<file path="config.mk">
export PLATFORM = sky130hd
export DESIGN_NAME = axil_axis_bridge_flat
export DESIGN_NICKNAME = d
export VERILOG_FILES = /design/src/rtl/axis_converter_lite_pkg_prm.sv /design/src/rtl/axil_if.sv /design/src/rtl/axis_fifo_sync.sv /design/src/rtl/axil_axis_bridge.sv /design/src/flat_wrapper.sv
export SDC_FILE = /design/constraint.sdc
export NUM_CORES = 1
export LEC_CHECK = 0
export ABC_AREA = 1
export CAP_MARGIN = 10
export CORE_MARGIN = 3
export CORE_UTILIZATION = 45
export DETAILED_ROUTE_END_ITERATION = 12
export SLEW_MARGIN = 15
export SYNTH_ARGS = -nofsm -noshare
export SYNTH_HDL_FRONTEND = slang
export SYNTH_SLANG_ARGS = --single-unit
</file>
<file path="constraint.sdc">
create_clock -name aclk -period 6.8 [get_ports aclk]
set_clock_uncertainty 0.15 [all_clocks]
set_input_delay 1.36 -clock aclk [delete_from_list [all_inputs] [get_ports aclk]]
set_output_delay 1.36 -clock aclk [all_outputs]
set_load 0.05 [all_outputs]
</file>
<file path="src/rtl/axis_converter_lite_pkg_prm.sv">
// Shared constants and types for the AXI-Lite to AXI-Stream bridge.
//   - bus widths, register byte offsets, response codes
//   - write/read channel FSM state types
//   - helpers for write-strobe masking and STATUS count fields
package axis_converter_lite_pkg_prm;

  localparam int AXI_DATA_WIDTH = 32;
  localparam int AXI_ADDR_WIDTH = 32;
  localparam int AXI_STRB_WIDTH = AXI_DATA_WIDTH / 8;

  // Byte offsets within the 16-byte register window (addr[3:2] decoded).
  localparam logic [3:0] REG_TX_DATA = 4'h0;
  localparam logic [3:0] REG_RX_DATA = 4'h4;
  localparam logic [3:0] REG_STATUS  = 4'h8;
  localparam logic [3:0] REG_CTRL    = 4'hC;

  localparam logic [1:0] RESP_OKAY   = 2'b00;
  localparam logic [1:0] RESP_SLVERR = 2'b10;

  typedef enum logic {W_IDLE, W_RESP} wr_state_t;
  typedef enum logic {R_IDLE, R_DATA} rd_state_t;

  // Bytes whose strobe is low are forced to 0x00.
  function automatic logic [AXI_DATA_WIDTH-1:0] apply_wstrb(
    input logic [AXI_DATA_WIDTH-1:0] data,
    input logic [AXI_STRB_WIDTH-1:0] strb
  );
    logic [AXI_DATA_WIDTH-1:0] masked;
    masked = '0;
    for (int i = 0; i < AXI_STRB_WIDTH; i++) begin
      if (strb[i]) masked[8*i +: 8] = data[8*i +: 8];
    end
    return masked;
  endfunction

  // STATUS count fields are 8 bits; a 256-deep FIFO saturates at 0xFF when full.
  function automatic logic [7:0] count_field(input logic [8:0] cnt);
    return (cnt > 9'd255) ? 8'hFF : cnt[7:0];
  endfunction

endpackage

</file>
<file path="src/rtl/axil_if.sv">
// AXI-Lite bundle between the Lite converter front end and the bridge core.
// Modport m_axil is the bridge's view: address/data/valids/bready/rready in,
// readies/responses/read data out.
interface axil_if;
  logic [axis_converter_lite_pkg_prm::AXI_ADDR_WIDTH-1:0] awaddr;
  logic                                                   awvalid;
  logic                                                   awready;
  logic [axis_converter_lite_pkg_prm::AXI_DATA_WIDTH-1:0] wdata;
  logic [axis_converter_lite_pkg_prm::AXI_STRB_WIDTH-1:0] wstrb;
  logic                                                   wvalid;
  logic                                                   wready;
  logic [1:0]                                             bresp;
  logic                                                   bvalid;
  logic                                                   bready;
  logic [axis_converter_lite_pkg_prm::AXI_ADDR_WIDTH-1:0] araddr;
  logic                                                   arvalid;
  logic                                                   arready;
  logic [axis_converter_lite_pkg_prm::AXI_DATA_WIDTH-1:0] rdata;
  logic [1:0]                                             rresp;
  logic                                                   rvalid;
  logic                                                   rready;

  modport m_axil (
    input  awaddr, awvalid, wdata, wstrb, wvalid, bready, araddr, arvalid, rready,
    output awready, wready, bresp, bvalid, arready, rdata, rresp, rvalid
  );
endinterface

</file>
<file path="src/rtl/axis_fifo_sync.sv">
// First-word-fall-through synchronous FIFO.
// Ports:
//   clk, rst        clock, synchronous active-high reset
//   push, wr_data   write request and data (ignored when full unless popping)
//   pop             read request (ignored when empty)
//   flush           empties the FIFO; a push in the same cycle is discarded
//   rd_data         head word, valid whenever !empty
//   full, empty     occupancy flags
//   count           words held, $clog2(DEPTH)+1 bits
module axis_fifo_sync #(
  parameter  int WIDTH = 33,
  parameter  int DEPTH = 16,
  localparam int AW    = $clog2(DEPTH),
  localparam int CW    = AW + 1
) (
  input  logic             clk,
  input  logic             rst,
  input  logic             push,
  input  logic [WIDTH-1:0] wr_data,
  input  logic             pop,
  input  logic             flush,
  output logic [WIDTH-1:0] rd_data,
  output logic             full,
  output logic             empty,
  output logic [CW-1:0]    count
);

  logic [WIDTH-1:0] mem [DEPTH];
  logic [AW-1:0]    rd_ptr;
  logic [AW-1:0]    wr_ptr;
  logic             do_push;
  logic             do_pop;

  assign full    = (count == CW'(DEPTH));
  assign empty   = (count == '0);
  assign rd_data = mem[rd_ptr];
  assign do_pop  = pop && !empty;
  // A simultaneous pop frees a slot, so a full FIFO can still accept.
  assign do_push = push && (!full || do_pop);

  always_ff @(posedge clk) begin
    if (rst || flush) begin
      rd_ptr <= '0;
      wr_ptr <= '0;
      count  <= '0;
    end else begin
      if (do_push) wr_ptr <= wr_ptr + AW'(1);
      if (do_pop)  rd_ptr <= rd_ptr + AW'(1);
      case ({do_push, do_pop})
        2'b10:   count <= count + CW'(1);
        2'b01:   count <= count - CW'(1);
        default: count <= count;
      endcase
    end
  end

  always_ff @(posedge clk) begin
    if (do_push && !flush) mem[wr_ptr] <= wr_data;
  end

endmodule

</file>
<file path="src/rtl/axil_axis_bridge.sv">
// AXI-Lite register slave bridging to a pair of AXI-Stream ports.
//   0x0 TX_DATA  W : push {LAST_NEXT, wdata} to TX FIFO (SLVERR when full)
//   0x4 RX_DATA  R : pop RX FIFO head (SLVERR when empty)
//   0x8 STATUS   R : {rx_count, tx_count, rx_head_tlast, rx_empty, rx_full, tx_empty, tx_full}
//   0xC CTRL     W : bit0 LAST_NEXT, bit1 RX_FLUSH
// Ports: aclk/areset (sync, active-high), s_axil (AXI-Lite, m_axil modport),
//   m_axis_* TX stream master, s_axis_* RX stream slave,
//   irq (only with AXIL_AXIS_BRIDGE_IRQ_EN; 0x4 writes then load IRQ_MASK).
//
// state  | meaning
// W_IDLE | awready=wready=awvalid&wvalid; push/decode on handshake
// W_RESP | bvalid held until bready
// R_IDLE | arready=1; rdata/rresp captured on handshake
// R_DATA | rvalid held until rready
module axil_axis_bridge
  import axis_converter_lite_pkg_prm::*;
#(
  parameter int TX_DEPTH = 16,
  parameter int RX_DEPTH = 16
) (
  input  logic                      aclk,
  input  logic                      areset,
  axil_if.m_axil                    s_axil,
  output logic [AXI_DATA_WIDTH-1:0] m_axis_tdata,
  output logic                      m_axis_tlast,
  output logic                      m_axis_tvalid,
  input  logic                      m_axis_tready,
  input  logic [AXI_DATA_WIDTH-1:0] s_axis_tdata,
  input  logic                      s_axis_tlast,
  input  logic                      s_axis_tvalid,
  output logic                      s_axis_tready
`ifdef AXIL_AXIS_BRIDGE_IRQ_EN
  ,
  output logic                      irq
`endif
);

  localparam int TX_CW = $clog2(TX_DEPTH) + 1;
  localparam int RX_CW = $clog2(RX_DEPTH) + 1;

  wr_state_t wr_state, wr_next;
  rd_state_t rd_state, rd_next;

  logic                      aw_rdy, b_vld, ar_rdy, r_vld;
  logic [1:0]                bresp_q, rresp_q, rd_resp;
  logic [AXI_DATA_WIDTH-1:0] rdata_q, rd_word, wdata_m, status;
  logic [3:0]                wr_reg, rd_reg;
  logic                      aw_hs, ar_hs, last_next;
  logic                      tx_wr, tx_push, tx_pop, ctrl_wr, rx_push, rx_pop, rx_flush;
  logic                      tx_full, tx_empty, rx_full, rx_empty;
  logic [TX_CW-1:0]          tx_count;
  logic [RX_CW-1:0]          rx_count;
  logic [AXI_DATA_WIDTH:0]   tx_head, rx_head;
  logic                      unused_addr;

  assign unused_addr = ^{s_axil.awaddr[AXI_ADDR_WIDTH-1:4], s_axil.awaddr[1:0],
                         s_axil.araddr[AXI_ADDR_WIDTH-1:4], s_axil.araddr[1:0]};

  assign wr_reg  = {s_axil.awaddr[3:2], 2'b00};
  assign rd_reg  = {s_axil.araddr[3:2], 2'b00};
  assign wdata_m = apply_wstrb(s_axil.wdata, s_axil.wstrb);

  assign aw_hs    = (wr_state == W_IDLE) && s_axil.awvalid && s_axil.wvalid;
  assign ar_hs    = (rd_state == R_IDLE) && s_axil.arvalid;
  assign tx_wr    = aw_hs && (wr_reg == REG_TX_DATA) && (s_axil.wstrb != '0);
  assign tx_push  = tx_wr && !tx_full;
  assign tx_pop   = m_axis_tvalid && m_axis_tready;
  assign ctrl_wr  = aw_hs && (wr_reg == REG_CTRL);
  assign rx_flush = ctrl_wr && wdata_m[1];
  assign rx_push  = s_axis_tvalid && s_axis_tready;
  assign rx_pop   = ar_hs && (rd_reg == REG_RX_DATA) && !rx_empty;

  assign m_axis_tvalid = !tx_empty;
  assign m_axis_tdata  = tx_head[AXI_DATA_WIDTH-1:0];
  assign m_axis_tlast  = tx_head[AXI_DATA_WIDTH];
  assign s_axis_tready = !rx_full;

  assign s_axil.awready = aw_rdy;
  assign s_axil.wready  = aw_rdy;
  assign s_axil.bvalid  = b_vld;
  assign s_axil.bresp   = bresp_q;
  assign s_axil.arready = ar_rdy;
  assign s_axil.rvalid  = r_vld;
  assign s_axil.rdata   = rdata_q;
  assign s_axil.rresp   = rresp_q;

  axis_fifo_sync #(.WIDTH(AXI_DATA_WIDTH + 1), .DEPTH(TX_DEPTH)) u_tx_fifo (
    .clk     (aclk),
    .rst     (areset),
    .push    (tx_push),
    .wr_data ({last_next, wdata_m}),
    .pop     (tx_pop),
    .flush   (1'b0),
    .rd_data (tx_head),
    .full    (tx_full),
    .empty   (tx_empty),
    .count   (tx_count)
  );

  axis_fifo_sync #(.WIDTH(AXI_DATA_WIDTH + 1), .DEPTH(RX_DEPTH)) u_rx_fifo (
    .clk     (aclk),
    .rst     (areset),
    .push    (rx_push),
    .wr_data ({s_axis_tlast, s_axis_tdata}),
    .pop     (rx_pop),
    .flush   (rx_flush),
    .rd_data (rx_head),
    .full    (rx_full),
    .empty   (rx_empty),
    .count   (rx_count)
  );

  always_comb begin
    wr_next = wr_state;
    aw_rdy  = 1'b0;
    b_vld   = 1'b0;
    case (wr_state)
      W_IDLE: begin
        aw_rdy = s_axil.awvalid && s_axil.wvalid;
        if (aw_rdy) wr_next = W_RESP;
      end
      W_RESP: begin
        b_vld = 1'b1;
        if (s_axil.bready) wr_next = W_IDLE;
      end
      default: wr_next = W_IDLE;
    endcase
  end

  always_comb begin
    rd_next = rd_state;
    ar_rdy  = 1'b0;
    r_vld   = 1'b0;
    case (rd_state)
      R_IDLE: begin
        ar_rdy = 1'b1;
        if (s_axil.arvalid) rd_next = R_DATA;
      end
      R_DATA: begin
        r_vld = 1'b1;
        if (s_axil.rready) rd_next = R_IDLE;
      end
      default: rd_next = R_IDLE;
    endcase
  end

  always_comb begin
    status        = '0;
    status[0]     = tx_full;
    status[1]     = tx_empty;
    status[2]     = rx_full;
    status[3]     = rx_empty;
    status[4]     = !rx_empty && rx_head[AXI_DATA_WIDTH];
    status[15:8]  = count_field(9'(tx_count));
    status[23:16] = count_field(9'(rx_count));
  end

  always_comb begin
    rd_word = '0;
    rd_resp = RESP_OKAY;
    case (rd_reg)
      REG_RX_DATA: begin
        if (!rx_empty) rd_word = rx_head[AXI_DATA_WIDTH-1:0];
        else           rd_resp = RESP_SLVERR;
      end
      REG_STATUS: rd_word = status;
      default:    rd_word = '0;
    endcase
  end

  always_ff @(posedge aclk) begin
    if (areset) begin
      wr_state  <= W_IDLE;
      rd_state  <= R_IDLE;
      bresp_q   <= RESP_OKAY;
      rresp_q   <= RESP_OKAY;
      rdata_q   <= '0;
      last_next <= 1'b0;
    end else begin
      wr_state <= wr_next;
      rd_state <= rd_next;
      if (aw_hs) bresp_q <= (tx_wr && tx_full) ? RESP_SLVERR : RESP_OKAY;
      // A dropped push (FIFO full) leaves LAST_NEXT armed for the retry.
      if (tx_push)      last_next <= 1'b0;
      else if (ctrl_wr) last_next <= wdata_m[0];
      if (ar_hs) begin
        rdata_q <= rd_word;
        rresp_q <= rd_resp;
      end
    end
  end

`ifdef AXIL_AXIS_BRIDGE_IRQ_EN
  logic [2:0] irq_mask;
  logic       rx_last_seen;

  always_ff @(posedge aclk) begin
    if (areset) begin
      irq_mask     <= '0;
      rx_last_seen <= 1'b0;
      irq          <= 1'b0;
    end else begin
      if (aw_hs && (wr_reg == REG_RX_DATA)) irq_mask <= wdata_m[2:0];
      // A beat discarded by a concurrent flush does not count as received.
      if (rx_push && s_axis_tlast && !rx_flush)    rx_last_seen <= 1'b1;
      else if (ar_hs && (rd_reg == REG_STATUS))    rx_last_seen <= 1'b0;
      irq <= |(irq_mask & {rx_last_seen, tx_empty, !rx_empty});
    end
  end
`endif

endmodule
</file>
<file path="src/flat_wrapper.sv">
// flat-port wrapper written by rule: the top's interface ports become plain ports
module axil_axis_bridge_flat import axis_converter_lite_pkg_prm::*;
#(
  parameter int TX_DEPTH = 16,
  parameter int RX_DEPTH = 16
)
  (aclk, areset, m_axis_tdata, m_axis_tlast, m_axis_tvalid, m_axis_tready, s_axis_tdata, s_axis_tlast, s_axis_tvalid, s_axis_tready, s_axil_awaddr, s_axil_awvalid, s_axil_wdata, s_axil_wstrb, s_axil_wvalid, s_axil_bready, s_axil_araddr, s_axil_arvalid, s_axil_rready, s_axil_awready, s_axil_wready, s_axil_bresp, s_axil_bvalid, s_axil_arready, s_axil_rdata, s_axil_rresp, s_axil_rvalid);
  axil_if s_axil_i ();
  input  logic aclk;
  input  logic areset;
  output logic [AXI_DATA_WIDTH-1:0] m_axis_tdata;
  output logic m_axis_tlast;
  output logic m_axis_tvalid;
  input  logic m_axis_tready;
  input  logic [AXI_DATA_WIDTH-1:0] s_axis_tdata;
  input  logic s_axis_tlast;
  input  logic s_axis_tvalid;
  output logic s_axis_tready;
  input wire logic [$bits(s_axil_i.awaddr)-1:0] s_axil_awaddr;
  input wire logic [$bits(s_axil_i.awvalid)-1:0] s_axil_awvalid;
  input wire logic [$bits(s_axil_i.wdata)-1:0] s_axil_wdata;
  input wire logic [$bits(s_axil_i.wstrb)-1:0] s_axil_wstrb;
  input wire logic [$bits(s_axil_i.wvalid)-1:0] s_axil_wvalid;
  input wire logic [$bits(s_axil_i.bready)-1:0] s_axil_bready;
  input wire logic [$bits(s_axil_i.araddr)-1:0] s_axil_araddr;
  input wire logic [$bits(s_axil_i.arvalid)-1:0] s_axil_arvalid;
  input wire logic [$bits(s_axil_i.rready)-1:0] s_axil_rready;
  output wire logic [$bits(s_axil_i.awready)-1:0] s_axil_awready;
  output wire logic [$bits(s_axil_i.wready)-1:0] s_axil_wready;
  output wire logic [$bits(s_axil_i.bresp)-1:0] s_axil_bresp;
  output wire logic [$bits(s_axil_i.bvalid)-1:0] s_axil_bvalid;
  output wire logic [$bits(s_axil_i.arready)-1:0] s_axil_arready;
  output wire logic [$bits(s_axil_i.rdata)-1:0] s_axil_rdata;
  output wire logic [$bits(s_axil_i.rresp)-1:0] s_axil_rresp;
  output wire logic [$bits(s_axil_i.rvalid)-1:0] s_axil_rvalid;
  assign s_axil_i.awaddr = s_axil_awaddr;
  assign s_axil_i.awvalid = s_axil_awvalid;
  assign s_axil_i.wdata = s_axil_wdata;
  assign s_axil_i.wstrb = s_axil_wstrb;
  assign s_axil_i.wvalid = s_axil_wvalid;
  assign s_axil_i.bready = s_axil_bready;
  assign s_axil_i.araddr = s_axil_araddr;
  assign s_axil_i.arvalid = s_axil_arvalid;
  assign s_axil_i.rready = s_axil_rready;
  assign s_axil_awready = s_axil_i.awready;
  assign s_axil_wready = s_axil_i.wready;
  assign s_axil_bresp = s_axil_i.bresp;
  assign s_axil_bvalid = s_axil_i.bvalid;
  assign s_axil_arready = s_axil_i.arready;
  assign s_axil_rdata = s_axil_i.rdata;
  assign s_axil_rresp = s_axil_i.rresp;
  assign s_axil_rvalid = s_axil_i.rvalid;
  axil_axis_bridge #(.TX_DEPTH(TX_DEPTH), .RX_DEPTH(RX_DEPTH)) u_core (.aclk(aclk), .areset(areset), .s_axil(s_axil_i), .m_axis_tdata(m_axis_tdata), .m_axis_tlast(m_axis_tlast), .m_axis_tvalid(m_axis_tvalid), .m_axis_tready(m_axis_tready), .s_axis_tdata(s_axis_tdata), .s_axis_tlast(s_axis_tlast), .s_axis_tvalid(s_axis_tvalid), .s_axis_tready(s_axis_tready));
endmodule
</file>
; Word level (Yosys, flattened, before mapping)
; Memory sizes are Yosys's and may differ from the RTL's. A register that Yosys moved wholly into a read port is not among the register bits.
; Index checks and enable logic that the tools add are counted.
[totals]
ff_bits = 65
latchBits = 0
ramBits = 1056
mem_bits_ro = 0
inputBits = 142
output_inout_bits = 76
wordCells = 97
n_memories = 2
[memory_table]
columns = memory, depth, width, rd, rd_ports_with_merged_regs, wr, line_no
row1 = u_core.u_rx_fifo.mem, 16, 33, 1, 1, 1, axis_fifo_sync.sv:28  ; logic [WIDTH-1:0] mem [DEPTH];
row2 = u_core.u_tx_fifo.mem, 16, 33, 1, 1, 1, axis_fifo_sync.sv:28
[op_classes]
n_addsub = 8
mul = 0
div_mod_pow = 0
n_lt_le_gt_ge = 0
eq_ne = 9
shift = 0
mux = 29
bitwise_logic = 2
reduce_logical = 35
[ops]
columns = op, count
row1 = $pmux 32 s2, 1
row2 = $mux 32, 1
row3 = $mux 8, 4
row4 = $logic_and 1x1->1, 20
row5 = $pmux 5 s2, 2
row6 = $add 4x1->4 const B, 4
row7 = $mux 4, 4
row8 = $mux 1, 12
row9 = $add 5x1->5 const B, 2
row10 = $eq 5x5->1 const B, 2
row11 = $logic_not 5->1, 2
row12 = $sub 5x1->5 const B, 2
row13 = $eq 2x2->1 const B, 4
row14 = $eq 2x1->1 const B, 3
row15 = $mux 2, 3
row16 = $logic_not 1->1, 5
row17 = $logic_not 4->1, 1
row18 = $pmux 1 s2, 2
row19 = $reduce_bool 2->1, 2
row20 = $reduce_bool 4->1, 1
row21 = $logic_or 1x1->1, 3
row22 = $not 1->1, 2
row23 = $reduce_or 2->1, 1

; Logic depth before layout (Yosys ltp)
; Gate-level depths: netlist (run 1).
[logic_depth]
depth_word = 10
mapped_depth = 18
depth_no_buf = 17

; By module
; From an unflattened synthesis (run 1), not the netlist that was laid out.
[hier_totals]
hier_cells = 3910
hier_area_um2 = 46724.8
[by_module_without_submodules]
columns = module, n_inst, cells_each, area_per_inst_um2, seq_area_each_um2
row1 = axis_fifo_sync at u_core.u_rx_fifo, 1, 1796, 22348.9, 16195.5
row2 = axis_fifo_sync at u_core.u_tx_fifo, 1, 1796, 22342.7, 16195.5
row3 = axil_axis_bridge, 1, 318, 2033.2, 740.7

; Worst setup path after synthesis (run 1)
; No wires, ideal clock.
[synth_timing]
kind = in2reg
startpoint = input port s_axil_awvalid
endpoint = memory u_core.u_tx_fifo.mem[15][0], enable pin
setup_time_ps = 423
arrival_time_ps = 3625
required_time_ps = 6227
path_slack_ps = 2602
stages = 8
path_buffers = 0
cell_sequence = inv_1 -> nor2_1 -> nand2_1 -> nor3_1 -> nand2_1 -> nor2_2 -> nand2_1 -> nor2_1
[synth_via]
elab_chain_cells = 8
[synth_rtl]
columns = item, line_no
row1 = from (decl), flat_wrapper.sv:20  ; input wire logic [$bits(s_axil_i.awvalid)-1:0] s_axil_awvalid;
row2 = $logic_and 1x1->1 (2 in a row), axil_axis_bridge.sv:63  ; assign aw_hs = (wr_state == W_IDLE) && s_axil.awvalid && s_axil.wvalid;
row3 = $logic_and 1x1->1 (2 in a row), axil_axis_bridge.sv:65  ; assign tx_wr = aw_hs && (wr_reg == REG_TX_DATA) && (s_axil.wstrb != '0);
row4 = $logic_and 1x1->1, axil_axis_bridge.sv:66  ; assign tx_push = tx_wr && !tx_full;
row5 = $logic_and 1x1->1, axis_fifo_sync.sv:39  ; assign do_push = push && (!full || do_pop);
row6 = $mux 1, axis_fifo_sync.sv:58  ; if (do_push && !flush) mem[wr_ptr] <= wr_data;
row7 = $mux 1 (not written as such), axis_fifo_sync.sv:58
row8 = to (decl), axis_fifo_sync.sv:28
; Every way passes these cells.

==> run metrics, run 1 <==
status=finished, final reports clean; clock slew at the register clock pins of the worst setup and hold paths=60 ps; crit-path max FO=72; CP Capture Type=primary output; Initial DRC Count=2398; Rel. slew slack=31.29%; Finish-stage setup viols=0; startpoint types=flip-flop; Detail Route Antenna Nets=0; fillcell total=8314; Initial Utilization=45.78%; H-tree depth=3; critical path arrival=3740 ps; CP peak stage delay=1030 ps; Post-Syn Area=45450 um2; hold endpoint=u_core.s_axil.rdata[5]$_SDFFE_PP0N_; All-Layer GR Usage=21.11%; # DRC=0; worst-case clock buffer depth=3; multi-input logic area=10520 um2; Die ar.=104900 um2; Mean Syn Cell Area=12.77 um2; ys flop type=edfxtp_1; first-pass GRT wire length=166400 um; Sink Count=1127; largest net degree at the start of global routing=124; Util after Layout=52.37%; Root Buffer=clkbuf_16; top cells by area, synth=edfxtp_1 70%, o21ai_0 4.0%, nor2_1 3.9%; PortBufs=155; Hold Path Class=flip-flop to flip-flop; vias in the first global route=26510; Register Area=33150 um2; core area=99280 um2; final worst path period share=77.19%; nets@finish=3841; final setup TNS=0 ps; Tightest Pin Transition=1031 ps; Cell variety after synth=32; hold depth=2; sequential power share=46.5%; switch share=27.97%; Post-DP HPWL=60980 um; layout cell share with drive strength beyond 1=7.882%; Post-synth EDFFs=1056; Post-CTS Setup Bufs=0; Min Clock Period, post-route=5249 ps; Max IR drop VDD=0.0002479 V; clock network power share=35.7%; via count=27530; largest area contributor in the synthesized netlist=edfxtp_1; antenna violations before repair=5; vias per cell=5.428; DIE HEIGHT=323.8 um; Die X=323.8 um; top cell type's share of synthesized area=69.77%; switching power=0.004695 W; synth warn=0; Crit path max-delay family=buffers and inverters; Hold Startpoint=u_core.s_axil.rdata[5]$_SDFFE_PP0N_; Combinational Power Share=17.8%; critical path required time=5290 ps; layout overhead on the synthesized area=14.41%; cts hold-fix bufs=0; R2R Path End=u_core.s_axil.rdata[18]$_SDFFE_PP0N_; wire per inst=21.94 um; final wirelength=111200 um; row cnt=115; TritonCTS clock tree=done; Worst Hold Slack=317.2 ps; TritonRoute pass-1 iters=5; crit-path cells=buf_4 > mux2i_1 > o21ai_0 > o211ai_1 > nand2_1 > clkdlybuf4s50_1; Final Hold Viols=0; Pwr Density=322.8 nW/um2; CP max-delay cell=dfxtp_4; gpl congestion=0.7492; Mapped Cells=3560; Max-Cap Viols=0; Post-CTS Resized=0; Crit path buffers/inverters=2; fin. max-slew vios=0; Worst R2R Path Depth=10; Internal=0.01209 W; sequential-to-total area share from yosys stat=72.90%; Synth async-reset ratio=0%; clock latency on the worst-skew pair=710 ps; CTS Buf Count=114; Pleak=17.66 nW; grt ovf=0; CP Class=flip-flop to primary output; Fmax achieved=0.1905 GHz; RSZ-0062 raised after global routing=false; # IOs=218; Reg2Reg Setup Slack=3070 ps; #FFs+latches synth=1127
-- worst max-delay path by stage --
stage | startpoint | end | slack [ps] | cells after the start
after global placement | s_axil_wstrb[0] | u_core.u_tx_fifo.mem[9][6]$_DFFE_PP_ | 1810 | 8
after CTS | flip-flop | m_axis_tdata[25] | 1500 | 6
final | flip-flop | m_axis_tdata[25] | 1550 | 6
after detailed placement | s_axil_wstrb[0] | u_core.u_tx_fifo.mem[9][6]$_DFFE_PP_ | 1780 | 8
after floorplan | s_axil_awvalid | u_core.u_tx_fifo.mem[15][0]$_DFFE_PP_ | 2600 | 8
after global routing | flip-flop | m_axis_tdata[25] | 1280 | 6
-- layer usage --
metal | routed length (um) | global-route usage, % | up-vias
li1 | - | - | 13070
met1 | 47000 | 27.50 | 13610
met2 | 55940 | 36.57 | 694
met3 | 5583 | 3.388 | 154
met4 | 2698 | 6.261 | 4
met5 | 26 | 0 | -
-- cells in the mapped netlist, drive strengths merged, types with 71 or more instances --
cell / number
edfxtp: 1056
nor2: 477
o21ai: 409
nand2: 287
inv: 254
nand3: 221
a21oi: 195
o211ai: 185
mux2i: 132
clkbuf: 125
buf: 97
dfxtp: 71
-- metrics by stage --
stage	total power, W	area, um2	cells	setup slack [ps]
global placement	0.01093	48410	4850	1806
CTS	0.01692	51990	5068	1504
finish	0.01679	52000	5071	1551
floorplan	0.01000	45450	3561	2602
global route	0.01746	51990	5069	1285
detailed placement	0.01095	48410	4850	1778
-- worst min-delay path, cell delays in order (launching register included) --
cell,delay [ps]
dfxtp_1,310
nand2_1,60
a21oi_1,60
-- cells by family (layout without fill, tap and decap cells) --
logic type	count (synthesis)	after routing	share of synthesized area, %
DFF	1127	1127	72.90
buffers and inverters	477	697	4.518
AOI/OAI and AO/OA	804	804	10.10
muxes	132	132	2.907
other	1	5	0.008251
adders and majority gates	20	20	0.5671
and+or+nand+nor	988	988	8.787
xor gates and xnor gates	11	11	0.2120
-- layout by cell type (no fill, tap or decap), types with 2 or more instances in the layout --
| cell | instances |
|---|---|
| edfxtp_1 | 1056 |
| nor2_1 | 443 |
| o21ai_0 | 364 |
| nand2_1 | 286 |
| inv_1 | 248 |
| nand3_1 | 221 |
| o211ai_1 | 185 |
| a21oi_1 | 177 |
| clkdlybuf4s50_1 | 154 |
| mux2i_1 | 132 |
| clkbuf_16 | 116 |
| dfxtp_1 | 63 |
| buf_4 | 62 |
| o21ai_1 | 45 |
| clkbuf_1 | 39 |
| nor2_4 | 33 |
| clkinv_2 | 25 |
| clkinv_1 | 20 |
| ha_1 | 19 |
| a21oi_2 | 18 |
| a22oi_1 | 11 |
| xor2_1 | 7 |
| buf_12 | 7 |
| bufinv_16 | 6 |
| dfxtp_4 | 5 |
| clkbuf_8 | 5 |
| inv_6 | 4 |
| a211oi_1 | 4 |
| xnor2_1 | 4 |
| diode_2 | 3 |
| inv_2 | 3 |
| dfxtp_2 | 3 |
| inv_8 | 2 |
| conb_1 | 2 |
| clkinvlp_4 | 2 |
-- power by group through the flow --
stage | logic [W] | clock network, W | registers (W)
after detailed placement | 0.00300 | 0 | 0.00795
final | 0.00298 | 0.00600 | 0.00781
after floorplan | 0.00215 | 0 | 0.00785
after global placement | 0.00298 | 0 | 0.00795
after CTS | 0.00301 | 0.00610 | 0.00781
after global routing | 0.00325 | 0.00639 | 0.00782
-- sequential cells by signal, indices dropped and copies added (netlist names), named ones only --
name and cells:
u_core.u_rx_fifo.mem 528, u_core.u_tx_fifo.mem 528, u_core.s_axil.rdata 32, u_core.u_rx_fifo.count 5, u_core.u_tx_fifo.count 5, u_core.u_rx_fifo.rd_ptr 4, u_core.u_rx_fifo.wr_ptr 4, u_core.u_tx_fifo.rd_ptr 4
u_core.u_tx_fifo.wr_ptr 4, u_core.last_next 1, u_core.rd_state 1, u_core.s_axil.bresp 1, u_core.s_axil.rresp 1, u_core.wr_state 1
-- area by class of cell --
type / instances / share of cell area (%)
Sequential cell: 1127 / 63.76
Multi-Input combinational cell: 1957 / 20.23
Clock buffer: 160 / 5.996
Timing Repair Buffer: 224 / 4.139
Tap cell: 1287 / 3.097
Inverter: 255 / 1.870
Clock inverter: 58 / 0.8951
Antenna cell: 3 / 0.01444
Power figures use the tool's default switching activity.
==> run 2, diff against run 1 <==
- clock period: 6.8 -> 4.76 ns (I/O delays scaled with it)
==> run metrics, run 2 (same netlist as run 1, synthesis figures left out) <==
status=finished, final reports clean; gpl congestion=0.7375; antenna violations before repair=10; Initial DRC Count=2448; PortBufs=155; clock slew at the register clock pins of the worst setup and hold paths=60 ps; Detail Route Antenna Nets=0; Die ar.=104900 um2; All-Layer GR Usage=21.11%; Hold Path Class=flip-flop to flip-flop; Finish-stage setup viols=0; most frequent cells in the layout=1056 x edfxtp_1, 443 x nor2_1, 364 x o21ai_0, 286 x nand2_1, 248 x inv_1; row cnt=115; via count=27530; worst r2r src=u_core.u_tx_fifo.count[1]$_SDFFE_PP0P_; CP peak stage delay=850 ps; Util after Layout=52.92%; R2R Path End=u_core.u_tx_fifo.count[4]$_SDFFE_PP0P_; # IOs=218; commonest non-fill, non-tap cell in the layout=edfxtp_1; Crit path buffers/inverters=3; critical path required time=3660 ps; CTS Buf Count=116; vias in the first global route=26480; Post-DP HPWL=56640 um; layout cell share with drive strength beyond 1=7.950%; CP Capture Type=primary output; Initial Utilization=45.78%; crit path to=m_axis_tdata[10]; crit-path cells=inv_4 > buf_12 > o21ai_0 > o211ai_1 > nand2_1 > clkdlybuf4s50_1; final setup TNS=0 ps; Fmax achieved=0.2277 GHz; Pwr Density=457.7 nW/um2; Die X=323.8 um; core area=99280 um2; Register Area=33150 um2; nets@finish=3849; Rel. slew slack=23.27%; H-tree depth=3; Max-Cap Viols=0; Pleak=17.81 nW; TritonCTS clock tree=done; startpoint types=flip-flop; Final Hold Viols=0; RSZ-0062 raised after global routing=false; layout overhead on the synthesized area=15.60%; Max IR drop VDD=0.0003085 V; DIE HEIGHT=323.8 um; Reg2Reg Setup Slack=1850 ps; Tightest Pin Transition=1151 ps; # DRC=0; critical path arrival=3290 ps; multi-input logic area=10520 um2; cell count along the critical path=6; Root Buffer=clkbuf_16; TritonRoute pass-1 iters=5; Min Clock Period, post-route=4391 ps; Crit path max-delay family=buffers and inverters; crit-path max FO=60; final worst path period share=92.26%; Worst R2R Path Depth=16; Sink Count=1127; CP Class=flip-flop to primary output; CP max-delay cell=clkdlybuf4s50_1; wire per inst=22.06 um; largest net degree at the start of global routing=156; grt ovf=0; vias per cell=5.418; worst-case clock buffer depth=3; final wirelength=112100 um; fin. max-slew vios=0; clock latency on the worst-skew pair=710 ps; fillcell total=8286; first-pass GRT wire length=165600 um
[run 2: timing repair]
| action | CTS | global route |
|---|---|---|
| buffers inserted | 0 | 1 |
| hold buffers | 0 | 0 |
| resized for setup | 0 | 0 |
| endpoints found under the setup margin | 0 | 1 |
[run 2: cell type report]
| type | instances | share of cell area [%] |
|---|---|---|
| Multi-Input combinational cell | 1957 | 20.02 |
| Tap cell | 1287 | 3.065 |
| Timing Repair Buffer | 230 | 4.958 |
| Clock buffer | 162 | 6.025 |
| Antenna cell | 8 | 0.03810 |
| Inverter | 255 | 1.850 |
| Clock inverter | 55 | 0.9359 |
| Sequential cell | 1127 | 63.11 |
[run 2: worst min-delay path: stages, from the launching register on]
cell	delay [ps]
dfxtp_1	310
nand2_1	60
a21oi_1	50
[run 2: stage by stage]
stage               power (W)  hold slack (ps)  instance area [um2]  instances  worst slack (ps)
floorplan             0.01429            299.0                45450       3561             969.9
global placement      0.01560            303.4                48830       4855             751.4
CTS                   0.02425            320.0                52490       5072             80.91
finish                0.02405            318.8                52540       5081             368.6
detailed placement    0.01563            310.1                48830       4855             769.0
global route          0.02504            339.0                52520       5075             188.8
[run 2: worst min-delay path by stage]
stage	slack (ps)	start	end	cells after the start
after floorplan	300	u_core.u_rx_fifo.count[0]$_SDFFE_PP0P_	u_core.u_rx_fifo.count[0]$_SDFFE_PP0P_	2
after global placement	300	u_core.s_axil.rdata[30]$_SDFFE_PP0N_	u_core.s_axil.rdata[30]$_SDFFE_PP0N_	2
after detailed placement	310	u_core.s_axil.rdata[6]$_SDFFE_PP0N_	u_core.s_axil.rdata[6]$_SDFFE_PP0N_	2
after CTS	320	u_core.s_axil.rdata[31]$_SDFFE_PP0N_	u_core.s_axil.rdata[31]$_SDFFE_PP0N_	2
after global routing	340	u_core.s_axil.rdata[28]$_SDFFE_PP0N_	u_core.s_axil.rdata[28]$_SDFFE_PP0N_	2
final	320	u_core.s_axil.rdata[31]$_SDFFE_PP0N_	u_core.s_axil.rdata[31]$_SDFFE_PP0N_	2
[run 2: routing by layer]
layer	share of wire, %	GRT usage [%]
met4	2.9	7.411
met1	42	26.87
met3	5.0	3.382
met2	51	36.71
met5	0.041	0
[run 2: report_power, final]
part,internal (W),leakage [nW],switching (W)
clock,0.00493,1.79,0.00370
combinational,0.00147,5.86,0.00288
sequential,0.0109,10.2,0.000129
total,0.0173,17.8,0.00671
